[src/rtl/fifo_arb_pkg.sv]
// rtl/fifo_arb_pkg.sv - shared constants and helpers for the FIFO enqueue arbiter
package fifo_arb_pkg;

  function automatic int ARB_IDW(input int n);
    int r;
    r = 1;
    for (int i = 1; i < 31; i++) begin
      if ((1 << i) < n) r = i + 1;
    end
    return r;
  endfunction

  localparam int   RST_RR_PTR = 0;
  localparam int   RST_OWNER  = 0;
  localparam logic RST_LOCKED = 1'b0;
  localparam int   RST_CNT    = 0;

  // Source tag sits directly above the payload in the FIFO word.
  function automatic int TAG_LSB(input int p1width);
    return p1width;
  endfunction

  function automatic int TAG_MSB(input int pidw, input int p1width);
    return p1width + pidw - 1;
  endfunction

endpackage

[src/rtl/rr_pick.sv]
// rtl/rr_pick.sv - rotating-priority encoder: first set REQ bit at or after START
module rr_pick #(
  parameter int pNreq = 4,
  parameter int pIdw  = 2
) (
  input  logic [pNreq-1:0] REQ,
  input  logic [pIdw-1:0]  START,
  output logic             VALID,
  output logic [pIdw-1:0]  WIN
);

  always_comb begin
    VALID = 1'b0;
    WIN   = '0;
    for (int i = 0; i < pNreq; i++) begin
      if (!VALID && REQ[(int'(START) + i) % pNreq]) begin
        VALID = 1'b1;
        WIN   = pIdw'((int'(START) + i) % pNreq);
      end
    end
  end

endmodule

[src/rtl/sized_fifo_enq_arbiter.sv]
// rtl/sized_fifo_enq_arbiter.sv - round-robin burst arbiter feeding one FIFO enqueue port
module sized_fifo_enq_arbiter
  import fifo_arb_pkg::*;
#(
  parameter int pNreq     = 4,
  parameter int pIdw      = ARB_IDW(pNreq),
  parameter int p1width   = 8,
  parameter int pMaxBurst = 4,
  parameter int pCntw     = 3
) (
  input  logic                      CLK,
  input  logic                      RST_N,
  input  logic                      CLR,
  input  logic [pNreq-1:0]          REQ,
  input  logic [pNreq*p1width-1:0]  D_IN,
  output logic [pNreq-1:0]          GNT,
  output logic                      FIFO_ENQ,
  output logic [pIdw+p1width-1:0]   FIFO_D_IN,
  input  logic                      FIFO_FULL_N
);

  localparam int               tag_lsb  = TAG_LSB(p1width);
  localparam int               tag_msb  = TAG_MSB(pIdw, p1width);
  localparam logic [pIdw-1:0]  last_idx = pIdw'(pNreq - 1);
  localparam logic [pCntw-1:0] max_cnt  = pCntw'(pMaxBurst);

  logic [pIdw-1:0]  rr_ptr, rr_ptr_nxt;
  logic [pIdw-1:0]  owner, owner_nxt;
  logic             locked, locked_nxt;
  logic [pCntw-1:0] cnt, cnt_nxt, run_cnt;
  logic [pIdw-1:0]  start_idx, win;
  logic             win_vld, grant, owner_drop;

  function automatic logic [pIdw-1:0] wrap_inc(input logic [pIdw-1:0] x);
    return (x == last_idx) ? '0 : x + 1'b1;
  endfunction

  // A locked owner that dropped REQ is absent from the search, so starting
  // at owner behaves exactly like starting at owner+1.
  assign start_idx = locked ? owner : rr_ptr;

  rr_pick #(.pNreq(pNreq), .pIdw(pIdw)) u_pick (
    .REQ   (REQ),
    .START (start_idx),
    .VALID (win_vld),
    .WIN   (win)
  );

  assign grant      = RST_N && !CLR && FIFO_FULL_N && win_vld;
  assign owner_drop = locked && !REQ[owner] && FIFO_FULL_N;

  always_comb begin
    GNT       = '0;
    FIFO_ENQ  = 1'b0;
    FIFO_D_IN = '0;
    if (grant) begin
      GNT[win]                     = 1'b1;
      FIFO_ENQ                     = 1'b1;
      FIFO_D_IN[tag_msb:tag_lsb]   = win;
      FIFO_D_IN[p1width-1:0]       = D_IN[win*p1width +: p1width];
    end
  end

  always_comb begin
    rr_ptr_nxt = rr_ptr;
    owner_nxt  = owner;
    locked_nxt = locked;
    cnt_nxt    = cnt;
    run_cnt    = (locked && (win == owner)) ? cnt + 1'b1 : pCntw'(1);
    if (CLR) begin
      rr_ptr_nxt = pIdw'(RST_RR_PTR);
      owner_nxt  = pIdw'(RST_OWNER);
      locked_nxt = RST_LOCKED;
      cnt_nxt    = pCntw'(RST_CNT);
    end else begin
      if (owner_drop) begin
        locked_nxt = 1'b0;
        cnt_nxt    = '0;
        rr_ptr_nxt = wrap_inc(owner);
      end
      // A grant in the drop cycle overrides the release for the new winner.
      if (grant) begin
        if (run_cnt == max_cnt) begin
          locked_nxt = 1'b0;
          cnt_nxt    = '0;
          rr_ptr_nxt = wrap_inc(win);
        end else begin
          locked_nxt = 1'b1;
          owner_nxt  = win;
          cnt_nxt    = run_cnt;
        end
      end
    end
  end

  always_ff @(posedge CLK or negedge RST_N) begin
    if (!RST_N) begin
      rr_ptr <= pIdw'(RST_RR_PTR);
      owner  <= pIdw'(RST_OWNER);
      locked <= RST_LOCKED;
      cnt    <= pCntw'(RST_CNT);
    end else begin
      rr_ptr <= rr_ptr_nxt;
      owner  <= owner_nxt;
      locked <= locked_nxt;
      cnt    <= cnt_nxt;
    end
  end

endmodule

[config.mk]
export PLATFORM = sky130hd
export DESIGN_NAME = sized_fifo_enq_arbiter
export DESIGN_NICKNAME = d
export VERILOG_FILES = /design/src/rtl/fifo_arb_pkg.sv /design/src/rtl/rr_pick.sv /design/src/rtl/sized_fifo_enq_arbiter.sv
export SDC_FILE = /design/constraint.sdc
export NUM_CORES = 1
export LEC_CHECK = 0
export ABC_AREA = 1
export BUFFER_PORTS_ARGS = -buffer_cell sky130_fd_sc_hd__buf_4
export CAP_MARGIN = 20
export CELL_PAD_IN_SITES_DETAIL_PLACEMENT = 1
export CELL_PAD_IN_SITES_GLOBAL_PLACEMENT = 1
export CORE_MARGIN = 2
export CORE_UTILIZATION = 33
export DETAILED_ROUTE_END_ITERATION = 10
export PLACE_DENSITY_LB_ADDON = 0.08
export SETUP_SLACK_MARGIN = 0.3
export SKIP_CTS_REPAIR_TIMING = 1
export SYNTH_ARGS = -nofsm -noshare
export SYNTH_HDL_FRONTEND = slang
export SYNTH_SLANG_ARGS = --single-unit
[constraint.sdc]
create_clock -name CLK -period 3.8 [get_ports CLK]
set_clock_uncertainty 0.15 [all_clocks]
set_input_delay 0.76 -clock CLK [delete_from_list [all_inputs] [get_ports CLK]]
set_output_delay 0.76 -clock CLK [all_outputs]
set_load 0.01 [all_outputs]
==> impl_metrics.tcl, run 1 <==
set metrics [dict create \
    max_stage_delay_ns 0.47 \
    fin_crit_ns 3.38 \
    cts_tree "done" \
    stdcell_area_sq_um 1870 \
    reg2reg_from "owner[0]$_DFFE_PN0P_" \
    endpoint_kind "primary output" \
    dp_hpwl_um 3220 \
    cts_sinks 8 \
    power.leakage_nw 1.03 \
    yosys_most_used_dff "dfrtp_1" \
    die_h_um 64.8 \
    switching_share_pct 43.4 \
    yosysMostFrequentCell "nand2_1" \
    place_ws_ns 0.261 \
    clockRootBuffer "clkbuf_8" \
    start_util_pct 33.8 \
    start_kind "flop" \
    track_usage_pct 20.5 \
    maxCapViolations 0 \
    setup_viol 0 \
    rsz0062_at_grt "true" \
    r2r_end "rr_ptr[1]$_DFF_PN0_" \
    hold_class "input pin to asynchronous set/reset pin" \
    area_growth_syn_to_layout_pct 53.3 \
    row_count 22 \
    core_sq_um 3610 \
    fin_hold_ws_ns 0.194 \
    fill_cells 510 \
    dpl_cell_area_sq_um 1670 \
    drtAntennaViolNets 0 \
    wl_um 4350 \
    setup_tns_ns 0 \
    clock.fmax_ghz 0.296 \
    dieArea_sq_um 4200 \
    grt_pass1_wl_um 6970 \
    num_antenna_cells 0 \
    synth_nets 258 \
    powerDensity_nw_per_um2 299 \
    worst_slew_pin_slew_ns 0.524 \
    htree_levels 1 \
    path_max_fanout 8 \
    vias_per_cell 4.90 \
    antenna_found_initial 0 \
    rrSetupSlack_ns 1.18 \
    syn_inst 212 \
    cp_data_required_time_ns 2.89 \
    cts_buffer_depth 2 \
    async_flop_share_pct 100 \
    crit_path_end "FIFO_D_IN[1]" \
    synth_area_sq_um 1220 \
    netlist_top_cells_count "59 x nand2_1, 28 x nor2_1, 21 x inv_1, 19 x o21ai_0, 14 x nand3_1" \
    hold_violations 0 \
    worstPathCellList "inv_4, nand2_1, nand2_4, nand2_1, nand2_2, nand2_1, nand2_2, and2_4, nand3b_1, nand2_4, buf_4, o21ai_0, o21bai_1, a21oi_1, buf_4" \
    via_count 1588 \
    p_switching_mw 0.243 \
    clk_latency_ns 0.23 \
    synth_top_cell_by_area "nand2_1" \
    crit_start "owner[0]$_DFFE_PN0P_" \
    finalCritPeriodShare_pct 89.1 \
    drt-initial-drc-count 56 \
    synth_area_leaders "nand2_1 18%, dfrtp_1 16%, nor2_1 8.6%" \
    ys_warn_count 0 \
    worst-r2r-cell-count 13 \
    maxSlewViolCount 0 \
    power_frac_seq_pct 17.8 \
    ys_types 26 \
    ys_seq_area_share_pct 16.4 \
    outcome "complete, no violations" \
    clkSlewWorstSetupHoldPaths_ns 0.04 \
    grt_max_degree 23 \
    clock_power_share_pct 19.0 \
    worst_path_most_repeated_cell "nand2_1" \
    synth-edff-count 0 \
    cp_data_arrival_time_ns 2.47 \
    avgRoutedWirePerCell_um 13.4 \
    slowest_stage "dfrtp_2" \
    overflow 0 \
    grt_pass1_vias 1571 \
    combinationalPowerShare_pct 63.2 \
    peakVddDrop_uv 228 \
    ys_ff_latch 8 \
    nets 324 \
    avgSynthCellArea_sq_um 5.75 \
    portBuffers 54 \
    yosysTopAreaCellShare_pct 18.2 \
    place_congestion 0.817 \
    drcViolationCount 0 \
    critPathKind "flop to primary output" \
    final_core_util_pct 51.9 \
    firstDrtPassIters 3 \
    worst_slack_ns 0.416 \
    layout-drive-gt1-share_pct 35.9 \
    internal_power_mw 0.316 \
    cts_buffers 3 \
    ios 55 \
    die_x_um 64.8 \
    slew_headroom_pct 65.0 \
]
-- state kept, by name, summed over array words and instances, names as in the netlist --
register	cells
owner	2
rr_ptr	2
cnt	3
locked	1
-- worst max-delay path, delay by kind of cell (launching register included) --
| kind | cells | cell delay [ns] |
|---|---|---|
| and+or+nand+nor | 9 | 1.04 |
| DFF | 1 | 0.47 |
| buffers and inverters | 3 | 0.38 |
| AOI/OAI and AO/OA | 3 | 0.34 |
-- logic make-up after synthesis --
kind of cell / Yosys count / share of synthesized area (%)
buffers and inverters: 29 / 9.95
flip-flops: 8 / 16.4
adder cells (fa/ha/maj): 6 / 6.15
AO/OA/AOI/OAI: 48 / 21.9
XOR/XNOR: 1 / 0.718
AND/OR/NAND/NOR: 120 / 44.8
-- how the worst min path moves through the flow --
stage	from	to	slack (ns)	cells after the start
CTS	RST_N	cnt[2]$_DFFE_PN0P_	0.19	1
global route	RST_N	cnt[2]$_DFFE_PN0P_	0.19	1
floorplan	RST_N	cnt[0]$_DFFE_PN0P_	0.31	0
finish	RST_N	cnt[2]$_DFFE_PN0P_	0.19	1
global placement	cnt[1]$_DFFE_PN0P_	cnt[1]$_DFFE_PN0P_	0.39	2
detailed placement	cnt[1]$_DFFE_PN0P_	cnt[1]$_DFFE_PN0P_	0.39	2
-- stage by stage --
step,power [mW],std cells
finish,0.559,324
global route,0.615,324
CTS,0.510,314
detailed placement,0.399,311
global placement,0.396,311
floorplan,0.301,212
-- placed cells by master (no fill, tap or decap), drive strengths merged --
| master | instances |
|---|---|
| o211ai | 1 |
| nand4 | 5 |
| ha | 6 |
| nand3b | 1 |
| clkbuf | 3 |
| o22ai | 2 |
| nor3 | 1 |
| buf | 66 |
| and2 | 1 |
| nand3 | 15 |
| dfrtp | 8 |
| xor2 | 1 |
| nand2 | 69 |
| o21bai | 9 |
| o21ai | 25 |
| inv | 23 |
| a21oi | 11 |
| nor2 | 29 |
-- metal layers --
layer  track usage, %  part of all wire, %  vias to the layer above
met5                0                    0                        -
met4             4.52                 0.44                        0
met3             2.43                  2.0                        2
met2             38.0                   53                       18
met1             25.1                   44                      742
li1                 -                    -                      826
-- power by group through the flow --
stage | logic (mW) | clock network, mW | registers [mW]
floorplan | 0.203 | 0 | 0.0971
global placement | 0.297 | 0 | 0.0989
detailed placement | 0.300 | 0 | 0.0991
CTS | 0.302 | 0.111 | 0.0978
global route | 0.400 | 0.115 | 0.100
finish | 0.353 | 0.106 | 0.0995
-- final cells by class --
type	count	area (sq um)	area share, %
clock buffers	3	41.3	2.21
well taps	48	60.1	3.21
multi-input cells	176	963	51.5
flip-flops and latches	8	204	10.9
repair buffers	66	510	27.3
inverters	23	91.3	4.88
Note: power is estimated with default switching activity, not from simulation.
==> run 2, diff against run 1 <==
Settings changed: BUFFER_PORTS_ARGS -buffer_cell sky130_fd_sc_hd__buf_4 to default, CELL_PAD_IN_SITES_DETAIL_PLACEMENT 1 to default, CELL_PAD_IN_SITES_GLOBAL_PLACEMENT 1 to default, CORE_UTILIZATION 33 to 68, DONT_BUFFER_PORTS from default to 1, SETUP_SLACK_MARGIN 0.3 to 0.15.
==> run 2 against run 1 <==
Compared with the run above:
- fmax down 0.96%
- wire length down 28%
- sequential share of layout area grew 4.3 points
- utilization is 25 points higher
==> impl_metrics.tcl, run 2 (synthesized netlist as in run 1, its figures left out) <==
set metrics [dict create \
    clock_power_share_pct 15.2 \
    max_stage_delay_ns 0.49 \
    overflow 0 \
    clockRootBuffer "clkbuf_4" \
    endpoint_kind "primary output" \
    cts_sinks 8 \
    dieArea_sq_um 2150 \
    cts_tree "done" \
    largest_reg_flops 3 \
    ios 55 \
    wl_um 3120 \
    start_util_pct 71.4 \
    setup_tns_ns 0 \
    final_common_cell "nand2_1" \
    switching_share_pct 48.9 \
    via_count 1393 \
    slew_headroom_pct 63.4 \
    power.leakage_nw 0.689 \
    track_usage_pct 29.2 \
    path_max_fanout 21 \
    worst_path_most_repeated_cell "nand2_1" \
    row_count 15 \
    powerDensity_nw_per_um2 329 \
    fill_cells 146 \
    drtAntennaViolNets 0 \
    layout_common_cells "58 x nand2_1, 28 x nor2_1, 20 x inv_1, 19 x o21ai_0, 13 x nand3_1" \
    die_h_um 46.4 \
    cts_buffers 3 \
    combinationalPowerShare_pct 62.3 \
    vias_per_cell 5.83 \
    drcViolationCount 0 \
    cts_buffer_depth 2 \
    antenna_found_initial 0 \
    crit_start "owner[0]$_DFFE_PN0P_" \
    critPathKind "flop to primary output" \
    hold_class "input pin to asynchronous set/reset pin" \
    clk_latency_ns 0.26 \
    instances_no_fill 239 \
    portBuffers 0 \
    power_frac_seq_pct 22.5 \
    cp_data_arrival_time_ns 2.51 \
    setup_viol 0 \
    slowest_stage "dfrtp_1" \
    firstDrtPassIters 4 \
    regArea_sq_um 200 \
    hold_violations 0 \
    fin_crit_ns 3.42 \
    core_sq_um 1710 \
    clock.fmax_ghz 0.293 \
    p_switching_mw 0.212 \
    clkSlewWorstSetupHoldPaths_ns 0.06 \
    area_growth_syn_to_layout_pct 8.10 \
    htree_levels 1 \
    internal_power_mw 0.222 \
    top_register "cnt" \
    maxSlewViolCount 0 \
    grt_max_degree 23 \
    drt-initial-drc-count 41 \
    maxCapViolations 0 \
    start_kind "flop" \
    outcome "complete, no violations" \
    grt_pass1_vias 1107 \
    avgRoutedWirePerCell_um 13.0 \
    dp_hpwl_um 2390 \
    multi_input_comb_area_sq_um 933 \
    layout-drive-gt1-share_pct 15.4 \
    peakVddDrop_uv 296 \
    rsz0062_at_grt "true" \
    worstPathCellList "inv_2, nand2_1, nand2_2, nand2_1, nand2_1, nand2_1, nand2_2, and2_1, nand3b_1, nand2_4, o21ai_0, o21bai_1, a21oi_1" \
    grt_pass1_wl_um 4540 \
    cp_data_required_time_ns 2.89 \
    finalCritPeriodShare_pct 89.9 \
    reg2reg_from "owner[0]$_DFFE_PN0P_" \
    place_inst 232 \
    num_antenna_cells 0 \
    worst_slew_pin_slew_ns 0.548 \
    top_regs "cnt: 3 flops, owner: 2 flops, rr_ptr: 2 flops" \
    nets 262 \
    place_congestion 0.966 \
    worst-path-buf-inv 1 \
    cp_top_family "simple AND/OR/NAND/NOR gates" \
    die_x_um 46.4 \
]
run 2: final timing paths:
check,to,slack [ns],depth (start not counted)
setup / recovery,FIFO_D_IN[2],0.38,13
hold / removal,rr_ptr[0]$_DFF_PN0_,0.04,0
setup reg to reg,rr_ptr[0]$_DFF_PN0_,1.00,12
hold reg to reg,cnt[1]$_DFFE_PN0P_,0.40,2
max in group asynchronous,rr_ptr[1]$_DFF_PN0_,3.38,0
min in group CLK,cnt[1]$_DFFE_PN0P_,0.40,2
run 2: cell type report:
type                            instances  area share, %
Clock buffer                            3           1.71
Inverter                               23           6.83
Multi-Input combinational cell        175           70.8
Sequential cell                         8           15.2
Tap cell                               25           2.37
Timing Repair Buffer                    4           2.56
Timing Repair inverter                  1          0.569
run 2: worst register-to-register path: stages, from the launching register on:
cell and delay (ns):
dfrtp_1 0.52, nand2_2 0.15, nand2_4 0.15, nand2_1 0.10, nand3_1 0.09, nand2_1 0.11, nand4_1 0.18, nand4_2 0.45
inv_1 0.38, nand4_2 0.19, nand2_1 0.11, nand2_1 0.05, nor2_1 0.10
run 2: power by group through the flow:
stage,Combinational [mW],Clock [mW],Sequential [mW]
final,0.270,0.0659,0.0978
after global routing,0.306,0.0691,0.0984
after CTS,0.233,0.0665,0.0975
after detailed placement,0.232,0,0.0988
after global placement,0.222,0,0.0987
after floorplan,0.203,0,0.0971
run 2: through the flow:
stage	instance area (sq um)	hold slack (ns)	utilization [%]	power, mW	worst slack, ns
final	1320	0.0382	77.2	0.434	0.383
after global routing	1320	0.0322	77.2	0.474	0.126
after CTS	1250	0.0387	73.0	0.397	0.184
after detailed placement	1220	0.315	71.6	0.331	0.453
after global placement	1220	0.315	71.6	0.321	0.573
after floorplan	1220	0.314	-	0.301	0.805
run 2: routing by layer:
| metal | vias to the layer above | global-route usage (%) | share of wire, % |
|---|---|---|---|
| li1 | 699 | - | - |
| met3 | 8 | 4.31 | 6.3 |
| met2 | 55 | 50.0 | 51 |
| met5 | - | 0 | 0 |
| met1 | 631 | 35.3 | 41 |
| met4 | 0 | 14.3 | 1.8 |
==> run 3, diff against run 2 <==
Clock period 3.8 ns to 4 ns, I/O delays scaled along.
==> run 3 against run 2 <==
Compared with the run above:
- flip-flop and latch count did not move
- final cell count is 1.7% lower
- global-route usage shrank 0.24 points
- cell area decreased by 5.0%
- sequential share of layout area grew 0.80 points
- critical path depth grew 3
- critical path type unchanged
- non-clock buffer count shrank 3
- wire length fell by 3.3%
==> impl_metrics.tcl, run 3 (synthesized netlist as in run 1, its figures left out) <==
set metrics [dict create \
    outcome "complete, no violations" \
    setup_tns_ns 0 \
    dieArea_sq_um 2150 \
    final_common_cell "nand2_1" \
    area_growth_syn_to_layout_pct 2.67 \
    ios 55 \
    maxCapViolations 0 \
    top_regs "cnt: 3 flops, owner: 2 flops, rr_ptr: 2 flops" \
    cp_data_required_time_ns 3.05 \
    combinationalPowerShare_pct 59.5 \
    path_max_fanout 22 \
    die_h_um 46.4 \
    cts_buffers 3 \
    maxSlewViolCount 0 \
    num_antenna_cells 0 \
    overflow 0 \
    via_count 1375 \
    rsz0062_at_grt "false" \
    drt-initial-drc-count 55 \
    peakVddDrop_uv 201 \
    slew_headroom_pct 68.0 \
    clock_power_share_pct 16.3 \
    cts_sinks 8 \
    finalCritPeriodShare_pct 87.6 \
    drcViolationCount 0 \
    clock.fmax_ghz 0.285 \
    grt_pass1_vias 1177 \
    place_congestion 0.966 \
    clkSlewWorstSetupHoldPaths_ns 0.06 \
    track_usage_pct 29.0 \
    vias_per_cell 5.85 \
    grt_max_degree 23 \
    firstDrtPassIters 4 \
    wl_um 3010 \
    layout-drive-gt1-share_pct 10.5 \
    nets 258 \
    portBuffers 0 \
    dp_hpwl_um 2380 \
    hold_violations 0 \
    top_register "cnt" \
    row_count 15 \
    largest_reg_flops 3 \
    drtAntennaViolNets 0 \
    power_frac_seq_pct 24.2 \
    worst_slew_pin_slew_ns 0.478 \
    layout_common_cells "58 x nand2_1, 28 x nor2_1, 20 x inv_1, 19 x o21ai_0, 14 x nand3_1" \
    setup_viol 0 \
    antenna_found_initial 0 \
    htree_levels 1 \
    internal_power_mw 0.196 \
    cts_buffer_depth 2 \
    powerDensity_nw_per_um2 306 \
    clk_latency_ns 0.26 \
    clockRootBuffer "clkbuf_4" \
    avgRoutedWirePerCell_um 12.8 \
    core_sq_um 1710 \
    finalPower_mw 0.383 \
    start_kind "flop" \
    critPathKind "flop to primary output" \
    power.leakage_nw 0.670 \
    hold_class "input pin to asynchronous set/reset pin" \
    switching_share_pct 48.9 \
    endpoint_kind "primary output" \
    cts_tree "done" \
    p_switching_mw 0.187 \
    grt_pass1_wl_um 4550 \
    die_x_um 46.4 \
    final_core_util_pct 73.3 \
    fin_crit_ns 3.51 \
    cp_data_arrival_time_ns 2.56 \
    start_util_pct 71.4 \
]
## run 3: per-stage QoR
stage	cell area (sq um)	hold WS (ns)	std cells	setup slack (ns)
4_1_cts	1250	0.0779	235	0.332
3_3_place_gp	1220	0.355	232	0.693
6_report	1250	0.0805	235	0.494
2_1_floorplan	1220	0.354	212	0.925
5_1_grt	1250	0.0720	235	0.215
3_5_place_dp	1220	0.355	232	0.580
## run 3: layout make-up
type                       instances  area, sq um
multi-input combinational        175          901
fill                             152          455
sequential                         8          200
inverter                          23         90.1
tap                               25         31.3
clock buffer                       3         22.5
timing repair buffer               1         7.51
## run 3: critical path, cell delays in order (launching register included)
cell,delay (ns)
dfrtp_1,0.48
inv_2,0.13
nand2_1,0.07
nand2_2,0.16
nand2_1,0.07
nand2_1,0.11
nand2_1,0.07
nand2_2,0.09
nand2_1,0.08
nand2_1,0.07
nand2_1,0.05
nand3_1,0.14
buf_4,0.27
nor2_1,0.07
nor2_1,0.11
o21ai_1,0.08
a21oi_1,0.26
## run 3: power by group through the flow
stage | clock [mW] | combinational, mW | sequential, mW
floorplan | 0 | 0.193 | 0.0923
global placement | 0 | 0.211 | 0.0938
detailed placement | 0 | 0.221 | 0.0940
CTS | 0.0634 | 0.222 | 0.0926
global route | 0.0657 | 0.260 | 0.0932
finish | 0.0623 | 0.228 | 0.0928
## run 3: path summary, 6_finish.rpt
kind	slack, ns	to	start	depth (start not counted)
max	0.49	FIFO_D_IN[6]	owner[0]$_DFFE_PN0P_	16
min	0.08	rr_ptr[0]$_DFF_PN0_	RST_N	0
max reg2reg	1.24	rr_ptr[0]$_DFF_PN0_	owner[0]$_DFFE_PN0P_	18
min reg2reg	0.40	cnt[1]$_DFFE_PN0P_	cnt[1]$_DFFE_PN0P_	2
max in group asynchronous	3.54	rr_ptr[1]$_DFF_PN0_	RST_N	0
min in group CLK	0.40	cnt[1]$_DFFE_PN0P_	cnt[1]$_DFFE_PN0P_	2
## run 3: per-layer routing
layer  global-route usage, %  share of wire [%]  up-vias  wire [um]
li1                        -                  -      689          -
met1                    34.1                 41      611       1250
met2                    50.3                 50       64       1510
met3                    4.71                6.2       11        187
met4                    14.3                2.2        0         66
met5                       0                  0        -          0
